File: src/rtl/dbg_scan_pkg.sv
// dbg_scan_pkg
// Shared types and constants for the debug register-file scanner.
// The optional CKSUM state exists only when DBG_SCAN_CHECKSUM_EN is defined.
package dbg_scan_pkg;

    localparam int NUM_REGS = 32;
    localparam int LAST_IDX = NUM_REGS - 1;

    typedef logic [4:0] reg_idx_t;

    typedef enum logic [2:0] {
        ST_IDLE,
        ST_SELECT,
        ST_SEND,
`ifdef DBG_SCAN_CHECKSUM_EN
        ST_CKSUM,
`endif
        ST_DONE
    } scan_state_t;

endpackage

File: src/rtl/dbg_settle_cnt.sv
// dbg_settle_cnt
// Counts the cycles reg_sel has been held so the CPU read port can settle.
// Ports:
//   clk, rstn : clock, asynchronous active-low reset
//   load      : reload the counter with SETTLE_CYCLES (entering SELECT)
//   en        : counting enable (high while in SELECT)
//   expired   : high in the last settle cycle; reg_data is sampled at the next edge
module dbg_settle_cnt #(
    parameter int SETTLE_CYCLES = 1
) (
    input  logic clk,
    input  logic rstn,
    input  logic load,
    input  logic en,
    output logic expired
);

    logic [3:0] count;

    always_ff @(posedge clk or negedge rstn) begin
        if (!rstn) begin
            count <= '0;
        end else if (load) begin
            count <= 4'(SETTLE_CYCLES);
        end else if (en && count != 4'd0) begin
            count <= count - 4'd1;
        end
    end

    // Expiring on count==1 makes SELECT last exactly SETTLE_CYCLES cycles.
    assign expired = en && (count == 4'd1);

endmodule

File: src/rtl/dbg_reg_scanner.sv
// dbg_reg_scanner
// Walks the CPU debug read port over all 32 registers and streams each value
// out through a valid/ready interface.
// Optional feature: define DBG_SCAN_CHECKSUM_EN to append one XOR checksum
// word (out_idx=0, out_last=1) after register 31.
// Ports:
//   clk, rstn           : clock, asynchronous active-low reset
//   start, abort        : begin a scan / abandon the scan in progress
//   busy, done          : scan in progress / one-cycle completion pulse
//   reg_sel, reg_data   : CPU debug read port (index out, value in)
//   out_valid/out_ready : output handshake
//   out_idx, out_data   : register index and value of the current word
//   out_last            : final word of the scan
module dbg_reg_scanner
    import dbg_scan_pkg::*;
#(
    parameter int SETTLE_CYCLES = 1,
    parameter int SKIP_X0       = 0
) (
    input  logic        clk,
    input  logic        rstn,
    input  logic        start,
    input  logic        abort,
    output logic        busy,
    output logic [4:0]  reg_sel,
    input  logic [31:0] reg_data,
    output logic        out_valid,
    input  logic        out_ready,
    output logic [4:0]  out_idx,
    output logic [31:0] out_data,
    output logic        out_last,
    output logic        done
);

    scan_state_t state;
    scan_state_t state_nxt;
    reg_idx_t    idx;
    logic        settle_expired;
    logic        settle_load;
    logic        last_word;
`ifdef DBG_SCAN_CHECKSUM_EN
    logic [31:0] cksum;
`endif

    assign last_word = (idx == reg_idx_t'(LAST_IDX));

    // reg_sel only changes when idx changes, which happens only on entry to
    // SELECT, so it naturally holds its value in every other state.
    assign reg_sel = idx;

    assign settle_load = ((state == ST_IDLE) && start) ||
                         ((state == ST_SEND) && !abort && out_ready && !last_word);

    dbg_settle_cnt #(
        .SETTLE_CYCLES(SETTLE_CYCLES)
    ) u_settle (
        .clk    (clk),
        .rstn   (rstn),
        .load   (settle_load),
        .en     (state == ST_SELECT),
        .expired(settle_expired)
    );

    always_ff @(posedge clk or negedge rstn) begin
        if (!rstn) begin
            state <= ST_IDLE;
        end else begin
            state <= state_nxt;
        end
    end

    // Abort beats everything outside IDLE; in IDLE start beats abort.
    always_comb begin
        state_nxt = state;
        case (state)
            ST_IDLE: begin
                if (start) begin
                    state_nxt = ST_SELECT;
                end
            end
            ST_SELECT: begin
                if (abort) begin
                    state_nxt = ST_IDLE;
                end else if (settle_expired) begin
                    state_nxt = ST_SEND;
                end
            end
            ST_SEND: begin
                if (abort) begin
                    state_nxt = ST_IDLE;
                end else if (out_ready) begin
`ifdef DBG_SCAN_CHECKSUM_EN
                    state_nxt = last_word ? ST_CKSUM : ST_SELECT;
`else
                    state_nxt = last_word ? ST_DONE : ST_SELECT;
`endif
                end
            end
`ifdef DBG_SCAN_CHECKSUM_EN
            ST_CKSUM: begin
                if (abort) begin
                    state_nxt = ST_IDLE;
                end else if (out_ready) begin
                    state_nxt = ST_DONE;
                end
            end
`endif
            ST_DONE: begin
                state_nxt = ST_IDLE;
            end
            default: begin
                state_nxt = ST_IDLE;
            end
        endcase
    end

    always_comb begin
        busy      = (state != ST_IDLE);
        done      = (state == ST_DONE);
        out_valid = 1'b0;
        out_last  = 1'b0;
        case (state)
            ST_SEND: begin
                out_valid = 1'b1;
`ifdef DBG_SCAN_CHECKSUM_EN
                out_last  = 1'b0;
`else
                out_last  = (out_idx == reg_idx_t'(LAST_IDX));
`endif
            end
`ifdef DBG_SCAN_CHECKSUM_EN
            ST_CKSUM: begin
                out_valid = 1'b1;
                out_last  = 1'b1;
            end
`endif
            default: begin
                out_valid = 1'b0;
                out_last  = 1'b0;
            end
        endcase
    end

    // Index and captured word. idx saturates at the last register rather than
    // wrapping, so reg_sel still shows 31 after the scan ends.
    always_ff @(posedge clk or negedge rstn) begin
        if (!rstn) begin
            idx      <= '0;
            out_idx  <= '0;
            out_data <= '0;
`ifdef DBG_SCAN_CHECKSUM_EN
            cksum    <= '0;
`endif
        end else begin
            case (state)
                ST_IDLE: begin
                    if (start) begin
                        idx   <= reg_idx_t'(SKIP_X0);
`ifdef DBG_SCAN_CHECKSUM_EN
                        cksum <= '0;
`endif
                    end
                end
                ST_SELECT: begin
                    if (!abort && settle_expired) begin
                        out_data <= reg_data;
                        out_idx  <= idx;
`ifdef DBG_SCAN_CHECKSUM_EN
                        cksum    <= cksum ^ reg_data;
`endif
                    end
                end
                ST_SEND: begin
                    if (!abort && out_ready) begin
                        if (!last_word) begin
                            idx <= idx + 5'd1;
                        end
`ifdef DBG_SCAN_CHECKSUM_EN
                        else begin
                            out_data <= cksum;
                            out_idx  <= '0;
                        end
`endif
                    end
                end
                default: begin
                end
            endcase
        end
    end

endmodule

File: config.mk
export PLATFORM = sky130hd
export DESIGN_NAME = dbg_reg_scanner
export DESIGN_NICKNAME = d
export VERILOG_FILES = /design/src/rtl/dbg_scan_pkg.sv /design/src/rtl/dbg_settle_cnt.sv /design/src/rtl/dbg_reg_scanner.sv
export SDC_FILE = /design/constraint.sdc
export NUM_CORES = 1
export LEC_CHECK = 0
export ABC_AREA = 1
export CORE_ASPECT_RATIO = 1.1
export CORE_MARGIN = 1.5
export CORE_UTILIZATION = 40
export DETAILED_ROUTE_END_ITERATION = 8
export PLACE_DENSITY = 0.76
export SLEW_MARGIN = 10
export SYNTH_ARGS = -nofsm -noshare
export SYNTH_HDL_FRONTEND = slang
export SYNTH_SLANG_ARGS = --single-unit
export TNS_END_PERCENT = 5
File: constraint.sdc
create_clock -name clk -period 1.6 [get_ports clk]
set_clock_uncertainty 0.15 [all_clocks]
set_input_delay 0.4 -clock clk [delete_from_list [all_inputs] [get_ports clk]]
set_output_delay 0.4 -clock clk [all_outputs]
set_load 0.02 [all_outputs]
==> metrics.txt, run 1 <==
Max rail drop VDD=1.19 mV; Remaining DRCs=0; Root Buffer=clkbuf_8; Core Region=0.00547 mm2; Min Hold Slack=0.332 ns; Cell variety after synth=20; Pins Over Slew Limit=0; Syn. warnings=0; Tcrit/Tclk final=1.09; WP data arrival=1.19 ns; Clk Latency, worst-skew pair=0.30 ns; Ant. Diodes=0; Tot GR Track Use=0.176; vias per std cell=4.55; Layout Area Growth over Synthesis=56.8%; Final Hold Viols=0; Leak=1.84 nW; most common cell after layout, fill and taps aside=inv_1; commonest non-fill, non-tap cells in the layout=inv_1, dfrtp_1, nand2_1; worst min path class=flip-flop to flip-flop; clk slew on worst S/H paths=0.09 ns; Post-Syn Area=0.00230 mm2; Hold Crit Start=out_data[1]$_DFFE_PN0P_; PortBufs=82; failing checks=negative setup slack; io pins=83; Placed Instances=429; multi-input logic area=967 um2; row count=28; Die H=82.6 um; Setup CP Type=flip-flop to primary output; critical path fanouts, max=2; setup violators final=43; routability cong.=0.817; fmax=575 MHz; PnR Total Power=6.18 mW; PwrDens=1710 mW/mm2; crit path from=state[1]$_DFFE_PN0P_; clk sinks=48; initial core utilization=0.421; largest net degree at the start of global routing=49; share of cells above drive strength 1=0.351; first drt pass iteration count=4; unrepaired setup endpoints after global routing=yes; detailed-route wire length per cell=12.7 um; initial antenna violation count=0; die width=75.4 um; DP HPWL=3810 um; Layout Cell Area excl Fill=0.00361 mm2; Placement Setup Slack=-0.272 ns; net count after synthesis=298; DIE AREA=0.00622 mm2; Slew Limit Headroom=0.822; Final ANT Viol Nets=0; CTS H-tree lvls=2; Startpoint Class=flip-flop; fillcell total=475; cells after synthesis=256; register area share after synthesis=0.521; Via Count=2024; number of global-route vias before repair=1844; Synth Register Bits=48; fin cells=445; status=finished, violations left; Worst setup EP type=primary output; CTS buffer count=5; DR iter-0 viols=79; Reg2Reg Depth=9; final core occ=0.661; slack of the critical path=-0.139 ns; mean post-synth cell area=9.00 um2; Max-cap violations=0; hold depth=2; Fin Setup TNS=-3.69 ns; register area=0.00120 mm2; Reg-to-Reg Start=state[0]$_DFFE_PN0P_; Least-Margin Pin Slew=0.267 ns; Cell Area, Placed=0.00339 mm2; maximum clock path buffer count=2; first-pass GRT wire length=8330 um; Req. time, crit path=1.05 ns; Final nets=411; grt total ovfl=0; CTS tree=built; Routed Wire Length=5650 um; min Tclk post-route=1.74 ns
## cell usage after synthesis
cell      number  share of area
dfrtp_1       48           0.52
o21ai_0       10          0.022
o21ai_2       30           0.11
nand4_1        5          0.014
xor2_1         1         0.0038
nor2_4         1         0.0049
nand3_1       11          0.024
nand2_2        1         0.0027
nand3b_1       2         0.0065
ha_1           5          0.027
or2_1          1         0.0027
buf_6          7          0.034
nor2_1        11          0.018
inv_2          1         0.0016
o21ai_1        3         0.0065
inv_1         51          0.083
nand2_1       63           0.10
nor2_2         1         0.0027
buf_2          1         0.0022
a21oi_1        3         0.0065
## cells by family after synthesis
| logic type | share of synthesized area |
|---|---|
| AOI/OAI and AO/OA | 0.149 |
| buffers and inverters | 0.121 |
| and+or+nand+nor | 0.178 |
| DFF | 0.521 |
| xor gates and xnor gates | 0.00380 |
| adders and majority gates | 0.0272 |
## what timing repair did
action                                  4_1_cts  5_1_grt
pin swaps                                     3        7
hold endpoints to repair                     48        0
resized for setup                           113       48
cloned                                        0        1
endpoints found under the setup margin       68       69
setup buffers                                 4        2
hold buffers                                  1        0
## where the power goes
group          switching, mW  internal (mW)  total, mW
clock network          0.423          0.351      0.773
logic                   1.95           1.48       3.43
registers              0.287           1.69       1.98
## sequential cells by signal (all words and copies together) (netlist names)
signal	cells
out_idx	5
u_settle.count	4
state	2
reg_sel	5
out_data	32
## layout make-up
cell class              instances  share of cell area
flip-flops and latches         48               0.334
repair buffers                113               0.290
multi-input cells             149               0.268
inverters                      52              0.0554
well taps                      75              0.0260
clock buffers                   6              0.0229
clock inverters                 2             0.00416
## per-layer routing
layer | share of wire | global-route usage
met5 | 0 | 0
met4 | 0.0090 | 0.0464
met3 | 0.052 | 0.0400
met2 | 0.53 | 0.311
met1 | 0.41 | 0.215
## worst max-delay path, stage by stage, from the launching register on
cell and delay, ns:
dfrtp_2 0.39, inv_2 0.05, nor2_4 0.14, nand3_2 0.10, nor2_4 0.10, buf_6 0.12
## final timing paths
kind / end / slack, ns
max: out_last / -0.14
max reg2reg: out_data[7]$_DFFE_PN0P_ / -0.11
min reg2reg: out_data[1]$_DFFE_PN0P_ / 0.33
min: out_data[1]$_DFFE_PN0P_ / 0.33
max in group asynchronous: reg_sel[0]$_DFFE_PN0P_ / 0.61
min in group asynchronous: out_data[22]$_DFFE_PN0P_ / 0.45
(Power assumes the default switching activity.)
==> run 2, diff against run 1 <==
--- a/config.mk
+++ b/config.mk
@@ -11,6 +11,7 @@
 export CORE_UTILIZATION = 40
 export DETAILED_ROUTE_END_ITERATION = 8
 export PLACE_DENSITY = 0.76
+export REMOVE_ABC_BUFFERS = 1
 export SLEW_MARGIN = 10
 export SYNTH_ARGS = -nofsm -noshare
 export SYNTH_HDL_FRONTEND = slang
==> run 2 against run 1 <==
Utilization shrank 3.0 points. The flow still finishes with violations (negative setup slack). Non-clock buffer count shrank 6. Combinational power shrank 12%. Global-route usage shrank 1.6 points. Worst hold slack lost 0.0031 ns. Highest routed layer unchanged. Critical path depth is the same. Fmax grew 0.25%.
==> metrics.txt, run 2 (synthesis gave the netlist of run 1 again) <==
Slowest-stage cell, CP=dfrtp_1; Biggest register=out_data; GRT met3 Usage=0.0291 (-0.0109); number of global-route vias before repair=1854 (+0.54%); R2R Setup Slk=-0.02 ns (+0.09 ns); die width=75.4 um (unchanged); Tot GR Track Use=0.161 (-0.0156); DP HPWL=3700 um (-3.0%); Least-Margin Pin Slew=0.253 ns (-0.0137 ns); P_sw=2.38 mW (-10%); fillcell total=490 (+3.2%); row count=28 (unchanged); CTS H-tree lvls=2 (unchanged); status=finished, violations left; clk slew on worst S/H paths=0.08 ns (about the same); DR iter-0 viols=73 (-7.6%); final core occ=0.631 (-0.0300); PwrDens=1680 mW/mm2 (-2.0%); grt met1 use=0.191 (-0.0241); Ant. Diodes=0 (unchanged); worst path bufs/invs=4 (+2); CTS buffer count=5 (unchanged); Startpoint Class=flip-flop; Die H=82.6 um (unchanged); min Tclk post-route=1.73 ns (-0.00439 ns); routing usage on met2=0.285 (-0.0254); crit path cell chain=inv_2, nor2_4, buf_4, buf_4, buf_6; Fin Setup TNS=-0.495 ns (+3.20 ns); Sw Share=0.412 (-0.0179); Worst setup EP type=primary output; Final Hold Viols=0 (unchanged); DIE AREA=0.00622 mm2 (unchanged); Gate power share=0.523 (-0.032); slack of the critical path=-0.134 ns (+0.00439 ns); Int Power=3.40 mW (-3.5%); Tcrit/Tclk final=1.08 (-0.00274); first drt pass iteration count=4 (unchanged); detailed-route wire length per cell=11.5 um (-9.7%); share of cells above drive strength 1=0.266 (-0.0854); WP data arrival=1.18 ns (about the same); maximum clock path buffer count=2 (unchanged); crit-path max cell delay=0.39 ns (about the same); Pins Over Slew Limit=0 (unchanged); routability cong.=0.832 (+1.9%); Leak=1.81 nW (-1.5%); PortBufs=82 (unchanged); fmax=577 MHz (+0.25%); initial core utilization=0.421 (unchanged); first-pass GRT wire length=7760 um (-6.9%); Remaining DRCs=0 (unchanged); CP delay by family, top=buffers and inverters; commonest non-fill, non-tap cells in the layout=nand2_1, inv_1, dfrtp_1; Max-cap violations=0 (unchanged); most common cell after layout, fill and taps aside=nand2_1; io pins=83 (unchanged); Slew Limit Headroom=0.831 (+0.00911); largest net degree at the start of global routing=49 (unchanged); unrepaired setup endpoints after global routing=yes; fin cells=436 (-2.0%); Max rail drop VDD=1.00 mV (-16%); Placed Instances=428 (-0.23%); Via Count=1955 (-3.4%); critical path fanouts, max=2 (unchanged); Setup CP Type=flip-flop to primary output; Final ANT Viol Nets=0 (unchanged); Reg power frac=0.336 (+0.016); max reg flops=32 (unchanged); worst min path class=flip-flop to flip-flop; Clk Latency, worst-skew pair=0.29 ns (about the same); setup violators final=11 (-74%); clk sinks=48 (unchanged); Most Frequent Cell on Critical Path=buf_4; Req. time, crit path=1.05 ns (about the same); vias per std cell=4.48 (-1.4%); Layout Area Growth over Synthesis=49.7%; Final nets=404 (-1.7%); Root Buffer=clkbuf_8; CTS tree=built; Routed Wire Length=5000 um (-11%); Clock power frac=0.141 (+0.016); Core Region=0.00547 mm2 (unchanged); failing checks=negative setup slack; grt peak-use layer=met2; grt total ovfl=0 (unchanged); initial antenna violation count=0 (unchanged)
==> run 2: cell types whose count changed in the layout (fill, tap and decap cells not counted), moves of 4 or more <==
| cell | before | now |
|---|---|---|
| dlygate4sd2_1 | 19 | 34 |
| nand2_1 | 41 | 54 |
| nand2_2 | 21 | 9 |
| clkdlybuf4s15_1 | 12 | 1 |
| o21ai_0 | 0 | 6 |
| buf_6 | 9 | 4 |
| o21ai_1 | 11 | 6 |
| clkbuf_2 | 5 | 1 |
==> run 2: area by class of cell <==
class / instances / area [um2] / area share
clock inverter: 1 / 30.0 / 0.00871
inverter: 52 / 195 / 0.0566
timing repair buffer: 107 / 975 / 0.283
clock buffer: 5 / 68.8 / 0.0200
multi-input combinational: 148 / 885 / 0.257
sequential: 48 / 1200 / 0.348
tap: 75 / 93.8 / 0.0272
==> run 2: path summary, 6_finish.rpt <==
| check | from | to | depth (start not counted) |
|---|---|---|---|
| max in group asynchronous | rstn | out_data[8]$_DFFE_PN0P_ | 3 |
| worst max register to register | reg_sel[1]$_DFFE_PN0P_ | reg_sel[2]$_DFFE_PN0P_ | 9 |
| min in group asynchronous | rstn | out_data[2]$_DFFE_PN0P_ | 3 |
| worst min register to register | out_data[1]$_DFFE_PN0P_ | out_data[1]$_DFFE_PN0P_ | 2 |
| worst max-delay path | state[1]$_DFFE_PN0P_ | out_valid | 5 |
| worst min-delay path | out_data[1]$_DFFE_PN0P_ | out_data[1]$_DFFE_PN0P_ | 2 |
==> run 2: tightest hold or removal path, delay by kind of cell, from the launching register on <==
family,cells,cell delay (ns)
and+or+nand+nor,1,0.06
DFF,1,0.34
AOI/OAI and AO/OA,1,0.05
==> run 2: power groups by stage <==
stage | sequential [mW] | combinational, mW | clock [mW]
6_report | 1.94 | 3.02 | 0.815
3_3_place_gp | 1.94 | 3.16 | 0
4_1_cts | 1.92 | 3.00 | 0.850
2_1_floorplan | 2.46 | 1.24 | 0
5_1_grt | 2.00 | 3.33 | 0.875
3_5_place_dp | 1.96 | 3.24 | 0
==> run 2: repair_timing <==
| item | in CTS | in global routing |
|---|---|---|
| hold buffers | 1 | 0 |
| buffers inserted | 1 | 0 |
| resized for setup | 84 | 26 |
| hold endpoints to repair | 48 | 0 |
| endpoints found under the setup margin | 55 | 55 |
| pin swaps | 1 | 1 |
==> run 2: per-stage QoR <==
step	hold slack, ns	area [um2]	power, mW	setup WS [ns]
3_5_place_dp	0.257	3340	5.19	-0.254
5_1_grt	0.349	3450	6.21	-0.192
2_1_floorplan	-0.0456	2220	3.70	-1.21
3_3_place_gp	0.256	3340	5.10	-0.229
6_report	0.329	3450	5.78	-0.134
4_1_cts	0.334	3400	5.77	-0.224
==> run 2: routing by layer <==
| layer | routed length (um) | vias up |
|---|---|---|
| li1 | - | 1000 |
| met1 | 2130 | 887 |
| met2 | 2490 | 60 |
| met3 | 324 | 8 |
| met4 | 66 | 0 |
| met5 | 0 | - |
==> edit 1 (settings of run 1) <==
The option `DBG_SCAN_CHECKSUM_EN` is turned on by a define.
--- a/src/rtl/dbg_scan_pkg.sv
+++ b/src/rtl/dbg_scan_pkg.sv
@@ -1,6 +1,8 @@
 // dbg_scan_pkg
 // Shared types and constants for the debug register-file scanner.
 // The optional CKSUM state exists only when DBG_SCAN_CHECKSUM_EN is defined.
+`define DBG_SCAN_CHECKSUM_EN
+
 package dbg_scan_pkg;
 
     localparam int NUM_REGS = 32;
Formal check against the unedited RTL: no difference found for any inputs over 10 cycles, from zero or initial values and one cycle with rstn low; that may be too few to reach the edited logic, so the function may still have changed.
==> edit 1 against run 1 <==
  * Design area is 70% higher
  * Power is 87% higher
  * Worst hold slack worse by 0.014 ns
  * The flow still finishes with violations (setup timing)
  * Worst setup slack worse by 0.12 ns
  * Wire length is 100% higher
  * Sequential cell count is 33 higher
  * Area after synthesis is 85% higher
  * Sequential share of layout area is 0.26 points lower
  * Register-to-register slack worse by 0.14 ns
  * Largest cell class unchanged
==> edit 1: results (changes against run 1) <==
Parameter                              Value

Power and ir drop
  Total clock network power ... 2.05 mW (+170%)
  Leakage power summed over all cells ... 3.04 nW (+65%)
  Comb power frac ... 0.546 (-0.009)
  Switch share ... 0.415 (-0.0154)
  P_int ... 6.74 mW (+92%)
  Worst IR Drop VDD ... 0.000927 V (-22%)

CTS
  Clk slew on worst S/H paths ... 0.06 ns (-0.03 ns)
  Clock root buffer ... sky130_fd_sc_hd__clkbuf_16
  Clock network latency to the later pin of the worst-skew pair ... 0.34 ns (+0.04 ns)

Place
  Placer's final routability congestion estimate ... 0.815 (-0.23%)
  Area of placed instances ... 0.00557 mm^2 (+64%)
  Final HPWL from detailed placement ... 7.09 mm (+86%)
  Post-place setup slack ... -0.744 ns (-0.472 ns)
  Placed insts ... 803 (+87%)

Synthesis
  Syn nets ... 600 (+100%)
  Top area cells in the synthesized netlist ... sky130_fd_sc_hd__dfrtp_1, sky130_fd_sc_hd__nand2_1, sky130_fd_sc_hd__o21ai_0
  Share of synthesized area occupied by flip-flops and latches ... 0.474 (-0.0471)
  Yosys cell types ... 25 (+25%)
  Adder and majority cell fraction of the synthesized area ... 0.0146 (-0.0125)
  Synth Area in Compound Gates ... 0.0817 (-0.0671)
  Synthesized netlist cell count ... 558 (+120%)
  Top cell types by occurrence after synthesis ... sky130_fd_sc_hd__nand2_1, sky130_fd_sc_hd__dfrtp_1, sky130_fd_sc_hd__o21ai_0
  Xor and xnor fraction of the mapped netlist area ... 0.0697 (+0.0659)

Drt
  Final Routed Wirelength ... 11.5 mm (+100%)
  Iteration-0 DRC Markers ... 206 (+160%)
  Routed len/inst ... 13.8 um (+8.5%)
  Mean number of vias per cell ... 4.85 (+6.6%)

Global routing
  Met3 usage ... 0.0314 (-0.00866)
  Largest net degree at the start of global routing ... 82 (+67%)
  GRT met2 Usage ... 0.344 (+0.0330)
  Met1 global-route usage ... 0.259 (+0.0439)
  Global-route usage over all layers ... 0.204 (+0.0278)

Status
  Failing checks ... setup timing
  Status ... finished, violations left

Critical path
  Worst flop-to-flop path endpoint ... cksum[26]
  Cell class contributing the biggest share of worst-path delay ... buffers and inverters
  R2R cell count ... 13 (+4)
  Data arrival time of the critical path ... 1.96 ns (+0.77 ns)
  Cell at the slowest stage of the critical path ... sky130_fd_sc_hd__dfrtp_1

Cells and area
  Fillers ... 935 (+97%)
  Post-layout net count ... 728 (+77%)
  Share of post-route cells with drive strength above 1 ... 0.177 (-0.175)

Timing
  Final worst-path setup slack ... -0.255 ns (-0.116 ns)
  Count of final setup violators ... 86 (+100%)

Hold path
  Endpoint with the worst hold slack ... out_data[24]
==> edit 1: what timing repair did <==
item | CTS | global route
endpoints found under the setup margin | 124 | 114
hold endpoints to repair | 81 | 0
gates cloned | 1 | 3
gates resized for setup | 117 | 57
hold buffers | 1 | 0
pin swaps | 3 | 9
setup buffers | 5 | 5
==> edit 1: layout make-up <==
type	instances	share of cell area
clock buffer	13	0.0408
clock inverter	3	0.00653
inverter	55	0.0336
multi-input combinational	396	0.330
sequential	81	0.331
tap	143	0.0292
timing repair buffer	143	0.229
==> edit 1: layer usage <==
metal	vias to the layer above	share of wire
met5	-	0
met4	0	0.020
met3	15	0.041
met2	96	0.51
met1	1930	0.43
li1	2004	-
==> edit 1: worst max-delay path by stage <==
stage	cells after the start	endpoint
finish	13	cksum[26]
global route	12	out_data[12]
CTS	11	out_idx[0]
detailed placement	7	out_data[27]
global placement	7	out_data[28]
floorplan	13	out_data[11]
==> edit 2 (config.mk and constraints of run 1) <==
Without the edit above. Encoding of `scan_state_t`: now Gray code (2 bits for 4 states).
--- a/src/rtl/dbg_scan_pkg.sv
+++ b/src/rtl/dbg_scan_pkg.sv
@@ -8,14 +8,14 @@
 
     typedef logic [4:0] reg_idx_t;
 
-    typedef enum logic [2:0] {
-        ST_IDLE,
-        ST_SELECT,
-        ST_SEND,
+    typedef enum logic [1:0] {
+        ST_IDLE   = 2'b00,
+        ST_SELECT = 2'b01,
+        ST_SEND   = 2'b11,
 `ifdef DBG_SCAN_CHECKSUM_EN
         ST_CKSUM,
 `endif
-        ST_DONE
+        ST_DONE   = 2'b10
     } scan_state_t;
 
 endpackage
Function: same outputs for any inputs over 10 cycles, from zero or initial values and one cycle with rstn low; not proved beyond that.
==> edit 2 against run 1 <==
  * The flow still finishes with violations (setup timing)
  * Worst setup slack gained 0.091 ns
  * Sequential share of layout area grew 0.52 points
  * First-iteration DRC count rose by 13%
  * Global-route usage is 0.32 points lower
  * Area after synthesis increased by 1.5%
  * Power fell by 6.5%
  * Sequential cell count stayed put
  * Wire length down 9.6%
  * Sequential power shrank 4%
  * Register-to-register slack better by 0.06 ns
  * Design area fell by 1.8%
  * Via count shrank 1.2%
  * Critical path type is now flop to flop
  * Largest power group unchanged
==> edit 2: results (changes against run 1) <==
Parameter                              Value

Critical path
  Sort of element at the end of the critical path ... flop
  Cell at the slowest stage of the critical path ... sky130_fd_sc_hd__dfrtp_1
  R2R cell count ... 8 (-1)
  Worst flop-to-flop path endpoint ... reg_sel[3]
  Worst setup path startpoint ... reg_sel[1]
  Delay of the slowest critical-path stage ... 0.44 ns (+0.05 ns)
  Data arrival time of the critical path ... 1.68 ns (+0.49 ns)
  CP Max Fanout ... 5 (+3)

Timing
  Fin Setup TNS ... -0.359 ns (+3.34 ns)
  Count of final setup violators ... 12 (-72%)
  Final worst-path setup slack ... -0.0478 ns (+0.0910 ns)
  Relative slew slack ... 0.822 (about the same)

Power and ir drop
  Leakage power summed over all cells ... 1.90 nW (+3.6%)
  Worst IR Drop VDD ... 0.000972 V (-19%)

Synthesis
  Share of synthesized area occupied by flip-flops and latches ... 0.514 (-0.00754)
  Yosys cell types ... 22 (+10%)
  Top area cells in the synthesized netlist ... sky130_fd_sc_hd__dfrtp_1, sky130_fd_sc_hd__nand2_1, sky130_fd_sc_hd__o21ai_2
  Top cell types by occurrence after synthesis ... sky130_fd_sc_hd__nand2_1, sky130_fd_sc_hd__inv_1, sky130_fd_sc_hd__dfrtp_1
  Syn nets ... 308 (+3.4%)

Place
  Final HPWL from detailed placement ... 3.69 mm (-3.3%)
  Placed insts ... 444 (+3.5%)
  Placer's final routability congestion estimate ... 0.832 (+1.8%)

Status
  Status ... finished, violations left
  Failing checks ... setup timing

Global routing
  Global-route wire length before repair ... 8.54 mm (+2.6%)
  GRT met2 Usage ... 0.289 (-0.0212)
  Via count of the first global-routing pass ... 1914 (+3.8%)
  Largest net degree at the start of global routing ... 51 (+4.1%)
  Global-route usage over all layers ... 0.173 (-0.00324)
  Met3 usage ... 0.0352 (-0.00485)
  Met1 global-route usage ... 0.222 (+0.00647)

Drt
  Final Routed Wirelength ... 5.11 mm (-9.6%)
  Iteration-0 DRC Markers ... 89 (+13%)
  Overall via count from detail_route ... 2000 (-1.2%)

Cells and area
  Share of post-route cells with drive strength above 1 ... 0.250 (-0.101)
  Fillers ... 492 (+3.6%)

CTS
  Post-CTS Setup Bufs ... 0 (-4)
## edit 2: changes by cell type after synthesis, sizes merged, moves of 2 or more
| cell | delta |
|---|---|
| nand2 | +9 |
| nor2 | +9 |
| o21ai | -5 |
| nand3 | -4 |
| nand3b | -2 |
## edit 2: power breakdown
group,total (mW),switching [mW],internal [mW]
Combinational,2.94,1.69,1.25
Sequential,1.90,0.238,1.66
Clock,0.936,0.385,0.551
Total,5.78,2.31,3.47
## edit 2: cell type report
class                   instances  share of cell area
clock buffers                   7              0.0272
multi-input cells             158               0.261
well taps                      77              0.0272
repair buffers                110               0.280
inverters                      52              0.0572
clock inverters                 1             0.00847
flip-flops and latches         48               0.339
## edit 2: how the worst min path moves through the flow
| stage | start | end | slack, ns | depth (start not counted) |
|---|---|---|---|---|
| after CTS | out_data[31] | out_data[31] | 0.33 | 2 |
| final | out_data[2] | out_data[2] | 0.33 | 2 |
| after global placement | rstn | out_data[30] | 0.25 | 2 |
| after floorplan | rstn | out_data[0] | -0.05 | 0 |
| after detailed placement | rstn | reg_sel[3] | 0.26 | 2 |
| after global routing | out_data[8] | out_data[8] | 0.36 | 2 |
## edit 2: kinds of logic (layout without fill, tap and decap cells)
logic type,count (synthesis),count (layout),synth area share
adders and majority gates,5,5,0.0268
xor gates and xnor gates,2,2,0.00750
and+or+nand+nor,110,110,0.194
AOI/OAI and AO/OA,41,41,0.139
DFF,48,48,0.514
buffers and inverters,60,170,0.119
## edit 2: critical path: cells and delay by family, from the launching register on
kind / cells / cell delay (ns)
DFF: 1 / 0.44
and+or+nand+nor: 6 / 0.57
adders and majority gates: 2 / 0.38
## edit 2: timing repair
action	CTS	global route
hold endpoints to repair	48	0
cloned	0	0
resized for setup	96	18
hold buffers	1	0
pin swaps	3	7
endpoints found under the setup margin	63	60
## edit 2: layer usage
| metal | share of wire | up-vias | wire length [um] |
|---|---|---|---|
| met5 | 0 | - | 0 |
| met4 | 0.0084 | 0 | 43 |
| met3 | 0.049 | 2 | 250 |
| met2 | 0.51 | 48 | 2590 |
| met1 | 0.44 | 919 | 2220 |
| li1 | - | 1031 | - |
## edit 2: through the flow
step | hold slack [ns] | util | instance area, um^2 | power (mW)
3_3_place_gp | 0.255 | 0.598 | 3410 | 4.95
4_1_cts | 0.335 | 0.617 | 3510 | 5.80
5_1_grt | 0.358 | 0.622 | 3550 | 6.23
2_1_floorplan | -0.0456 | - | 2340 | 3.67
6_report | 0.330 | 0.622 | 3550 | 5.78
3_5_place_dp | 0.256 | 0.598 | 3410 | 5.03
